File: config.mk
export PLATFORM = sky130hd
export DESIGN_NAME = irq_sequencer
export DESIGN_NICKNAME = d
export VERILOG_FILES = /design/src/rtl/irq_sequencer.sv
export SDC_FILE = /design/constraint.sdc
export NUM_CORES = 1
export LEC_CHECK = 0
export ABC_AREA = 1
export CORE_ASPECT_RATIO = 1.2
export CORE_MARGIN = 2
export CORE_UTILIZATION = 34
export CTS_CLUSTER_SIZE = 12
export DETAILED_ROUTE_END_ITERATION = 12
export GPL_TIMING_DRIVEN = 0
export PLACE_DENSITY = 0.76
export SLEW_MARGIN = 5
export SYNTH_ARGS = -nofsm -noshare
export SYNTH_HDL_FRONTEND = slang
export SYNTH_SLANG_ARGS = --single-unit
File: constraint.sdc
create_clock -name clk -period 1.25 [get_ports clk]
set_input_delay 0.25 -clock clk [delete_from_list [all_inputs] [get_ports clk]]
set_output_delay 0.25 -clock clk [all_outputs]
set_load 0.02 [all_outputs]
File: src/rtl/irq_sequencer.sv
// rtl/irq_sequencer.sv - interrupt latch/mask/priority and trap entry/return sequencer
module irq_sequencer #(
    parameter int          NSRC         = 4,
    parameter logic [31:0] HANDLER_ADDR = 32'd4,
    parameter int          FLUSH_CYCLES = 2
) (
    input  logic            clk,
    input  logic            rst_n,
    input  logic [NSRC-1:0] irq_in,
    input  logic            mask_we,
    input  logic [NSRC-1:0] mask_wdata,
    input  logic [31:0]     pc_m,
    input  logic            valid_m,
    input  logic            mret_m,
    output logic            int_flush,
    output logic            int_sel,
    output logic [31:0]     pc_int,
    output logic [31:0]     mepc,
    output logic [31:0]     mcause,
    output logic            in_handler,
    output logic [NSRC-1:0] irq_ack
);

    typedef enum logic [2:0] {
        S_IDLE,
        S_FLUSH,
        S_REDIRECT,
        S_HANDLER,
        S_RETURN
    } state_t;

    state_t          state_q, state_d;
    logic [NSRC-1:0] irq_q, irq_d;
    logic [NSRC-1:0] pending_q, pending_d;
    logic [NSRC-1:0] mask_q, mask_d;
    logic [NSRC-1:0] ack_q, ack_d;
    logic [31:0]     mepc_q, mepc_d;
    logic [31:0]     mcause_q, mcause_d;
    logic [2:0]      flush_cnt_q, flush_cnt_d;

    logic [NSRC-1:0] eligible;
    logic [NSRC-1:0] win_oh;
    logic [3:0]      win_id;
    logic            take;

    // Descending scan so the lowest-index eligible source is the last one written.
    always_comb begin
        eligible = pending_q & mask_q;
        win_id   = 4'd0;
        win_oh   = '0;
        for (int i = NSRC - 1; i >= 0; i--) begin
            if (eligible[i]) begin
                win_id    = 4'(i);
                win_oh    = '0;
                win_oh[i] = 1'b1;
            end
        end
        take = (state_q == S_IDLE) && (|eligible) && valid_m;
    end

    always_comb begin
        state_d     = state_q;
        flush_cnt_d = flush_cnt_q;
        mepc_d      = mepc_q;
        mcause_d    = mcause_q;
        ack_d       = '0;
        irq_d       = irq_in;
        // Clear applied before set so a same-cycle new edge keeps the request pending.
        pending_d   = (pending_q & ~(take ? win_oh : '0)) | (irq_in & ~irq_q);
        mask_d      = mask_we ? mask_wdata : mask_q;
        case (state_q)
            S_IDLE: begin
                if (take) begin
                    mepc_d      = pc_m;
                    mcause_d    = {1'b1, 27'b0, win_id};
                    ack_d       = win_oh;
                    flush_cnt_d = 3'(FLUSH_CYCLES - 1);
                    state_d     = S_FLUSH;
                end
            end
            S_FLUSH: begin
                if (flush_cnt_q == 3'd0) begin
                    state_d = S_REDIRECT;
                end else begin
                    flush_cnt_d = flush_cnt_q - 3'd1;
                end
            end
            S_REDIRECT: state_d = S_HANDLER;
            S_HANDLER: begin
                if (mret_m && valid_m) begin
                    state_d = S_RETURN;
                end
            end
            S_RETURN: state_d = S_IDLE;
            default:  state_d = S_IDLE;
        endcase
    end

    always_comb begin
        int_flush  = 1'b0;
        int_sel    = 1'b0;
        pc_int     = 32'd0;
        in_handler = 1'b0;
        case (state_q)
            S_FLUSH:    int_flush = 1'b1;
            S_REDIRECT: begin
                int_sel = 1'b1;
                pc_int  = HANDLER_ADDR;
            end
            S_HANDLER:  in_handler = 1'b1;
            S_RETURN: begin
                int_flush = 1'b1;
                int_sel   = 1'b1;
                pc_int    = mepc_q;
            end
            default: ;
        endcase
    end

    always_ff @(posedge clk) begin
        if (!rst_n) begin
            state_q     <= S_IDLE;
            irq_q       <= '0;
            pending_q   <= '0;
            mask_q      <= '1;
            ack_q       <= '0;
            mepc_q      <= 32'd0;
            mcause_q    <= 32'd0;
            flush_cnt_q <= 3'd0;
        end else begin
            state_q     <= state_d;
            irq_q       <= irq_d;
            pending_q   <= pending_d;
            mask_q      <= mask_d;
            ack_q       <= ack_d;
            mepc_q      <= mepc_d;
            mcause_q    <= mcause_d;
            flush_cnt_q <= flush_cnt_d;
        end
    end

    assign mepc    = mepc_q;
    assign mcause  = mcause_q;
    assign irq_ack = ack_q;

endmodule
==> results <==
area by class of cell:
class                      instances  area, µm²
fill                             494       2105
multi-input combinational        224       1643
timing repair buffer             143       1450
sequential                        57       1152
buffer                            44      419.2
inverter                          55      216.5
clock buffer                      11      131.4
tap                               90      112.6
clock inverter                     4      45.04
Yosys cell counts:
cell	count	share of area
clkbuf_1	7	0.010
nor2_1	44	0.065
inv_1	53	0.078
xnor2_1	1	0.0034
o21ai_1	11	0.022
ha_1	2	0.0098
a21oi_1	41	0.081
inv_2	2	0.0030
nand2_2	4	0.0098
nand2_4	1	0.0044
or2_2	1	0.0025
buf_2	7	0.014
nand2_1	39	0.058
nand3_1	15	0.030
nor2_2	2	0.0049
o21ai_0	28	0.055
nor2_4	1	0.0044
conb_1	1	0.0015
buf_6	1	0.0044
nor3_1	3	0.0059
dfxtp_1	57	0.45
buf_4	29	0.086
stage by stage:
step / total power, µW / instances / hold WS, ns / worst slack (ns) / area [µm²]
floorplan: 3996 / 378 / 0.3435 / -0.08352 / 2649
global placement: 4989 / 585 / 0.3988 / -0.8391 / 3933
detailed placement: 5064 / 585 / 0.4079 / -0.8704 / 3933
CTS: 7809 / 623 / 0.3784 / -0.3433 / 4947
global route: 8649 / 628 / 0.4119 / -0.4267 / 5170
finish: 8262 / 628 / 0.3957 / -0.3756 / 5170
worst paths after layout:
check / start / to / slack (ns) / depth (start not counted)
setup / recovery: state_q[1]$_SDFFE_PN0P_ / pending_q[0]$_SDFF_PN0_ / -0.38 / 10
hold / removal: rst_n / mepc[1]$_SDFFE_PN0P_ / 0.40 / 3
setup reg to reg: state_q[1]$_SDFFE_PN0P_ / pending_q[0]$_SDFF_PN0_ / -0.38 / 10
hold reg to reg: irq_q[2]$_SDFF_PN0_ / pending_q[2]$_SDFF_PN0_ / 0.41 / 1
per-layer routing:
metal,vias up,share of wire
li1,1414,-
met1,1379,0.37
met2,156,0.54
met3,32,0.063
met4,0,0.028
met5,-,0
critical path, stage by stage (launching register included):
cell and delay [ns]:
dfxtp_4 0.36, inv_6 0.08, buf_4 0.12, buf_4 0.11, nand2_4 0.06, nor2_4 0.19, nand2_8 0.11, buf_12 0.15
buf_16 0.13, o21ai_4 0.12, a21oi_2 0.06
placed cells by master, fill, tap and decap left out, types with 14 or more instances in the layout:
cell type,instances
buf_4,43
dfxtp_1,54
a21oi_1,25
a21oi_2,15
buf_6,39
conb_1,29
clkbuf_2,21
inv_1,52
nor2_4,29
nor2_1,14
clkdlybuf4s50_1,43
nand2_1,31
o21ai_2,28
power groups by stage:
stage          clock network (µW)  logic, µW  registers, µW
2_1_floorplan                   0       1300           2700
3_3_place_gp                    0       2610           2380
3_5_place_dp                    0       2660           2400
4_1_cts                      1650       3770           2390
5_1_grt                      1750       4440           2450
6_report                     1640       4200           2420
cells by family after synthesis:
family,synth area share
adders and majority gates,0.009836
buffers and inverters,0.1953
and+or+nand+nor,0.1840
xor gates and xnor gates,0.003444
other,0.001474
DFF,0.4486
AOI/OAI and AO/OA,0.1574
registers in the layout (all words and copies together), names as in the netlist:
| register | count |
|---|---|
| mepc | 32 |
| irq_ack | 4 |
| irq_q | 4 |
| mask_q | 4 |
| pending_q | 4 |
| flush_cnt_q | 3 |
| mcause | 3 |
| state_q | 3 |
timing repair:
action                     CTS  global route
gates resized for setup    453            91
buffers inserted            13             4
setup endpoints to repair  118           111
gates cloned                10             1
pin swaps                   12             9
==> impl_results.md <==
* Reg clk slew, reported paths at 0.07 ns
* Fin nets at 581
* Outcome: complete, but fails checks
* Combinational Power Share at 0.508
* Final TNS setup at -24.26 ns
* Pin slew with the least headroom to its limit at 0.8878 ns
* Fmax at 0.6152 GHz
* Hold WC Path Type: in -> reg
* WP data arrival at between 1.5 and 2 ns
* Met2 Usage GRT at 0.4138
* Final core utilization at 0.7107
* Largest net degree at the start of global routing at 11
* Avg Cell Area, Syn at 7.268 µm²
* Cell Area, Synth at 2544 µm²
* Detail Route Antenna Nets at 0
* Diode count at 0
* RSZ-0062 raised after global routing: yes
* Initial DRC Count at roughly 110
* Clk sinks at 57
* Wire length per cell at approximately 16 µm
* Clock root cell: clkbuf_8
* Setup crit start kind: flip-flop
* FP Rows at 34
* First-pass GRT wire length at 14.36 mm
* IO buf count at 117
* Slack of the critical path at -0.3756 ns
* Total grt overflow at 0
* Failing checks: setup timing
* PD cells at roughly 1600 nW/µm²
* Crit. End Element: flip-flop
* H-tree levels at 3
* Area Overhead vs Synth at 103.2%
* Final worst path period need at 1.626 ns
* Slew headroom at 0.4081
* Sw power at 3383 µW
* Die W at 82.96 µm
* Part of the power in the clock network at 0.199
* Antenna violations before repair at 0
* Layout cells sized above 1 at 0.4721
* Worst-case clock skew at 0.01424 ns
* Clk_lat worst skew at 0.34 ns
* Cts bufs inserted at 9
* Peak VDD IR at 1.043 mV
* Vias per cell at approximately 4.7
* Gpl congestion at 0.8584
* CTS Hold Bufs at 0
* Core area at 7274 µm²
* Pleak at 0.002264 µW
* Final hold vios at 0
* Flops & latches, synth at 57
* Mapped Cells at 350
* Routed WL at 10.03 mm
* All-Layer GR Usage at 0.2227
* Sequential share of power at 0.293
* Sequential area share after synthesis at 0.4486
* Worst endpoint required time at 1.46 ns
* Setup Viol. Count Final at 84
* Final period utilization at 1.300
* Switching part of the total power at 0.4095
* Most Crowded Layer GR: met2
* CTS tree: yes
* Initial Utilization at 0.3497
* Number of global-route vias before repair at 2845
* Die Y-Extent at around 99 µm
* P_int at 4878 µW
* Cell variety after synth at 22
* Max-cap violations at 0
* Fin. max-slew vios at 0
* CP max FO at 6
* Die area at 8192 µm²
* Boundary pin count at 148
* Max Buffers Root-to-Sink at 2
* Grt met3 use at 0.05276
* Detailed Routing Iterations Pass 1 at 4
* Syn. warnings at 0
* Crit Path Category: reg -> reg
* Post-DP HPWL at between 5 and 6 mm
* Residual DRC at 0
* Via count at ~3000
* Global routing usage on met1 at 0.2368
Power figures use the tool's default switching activity.
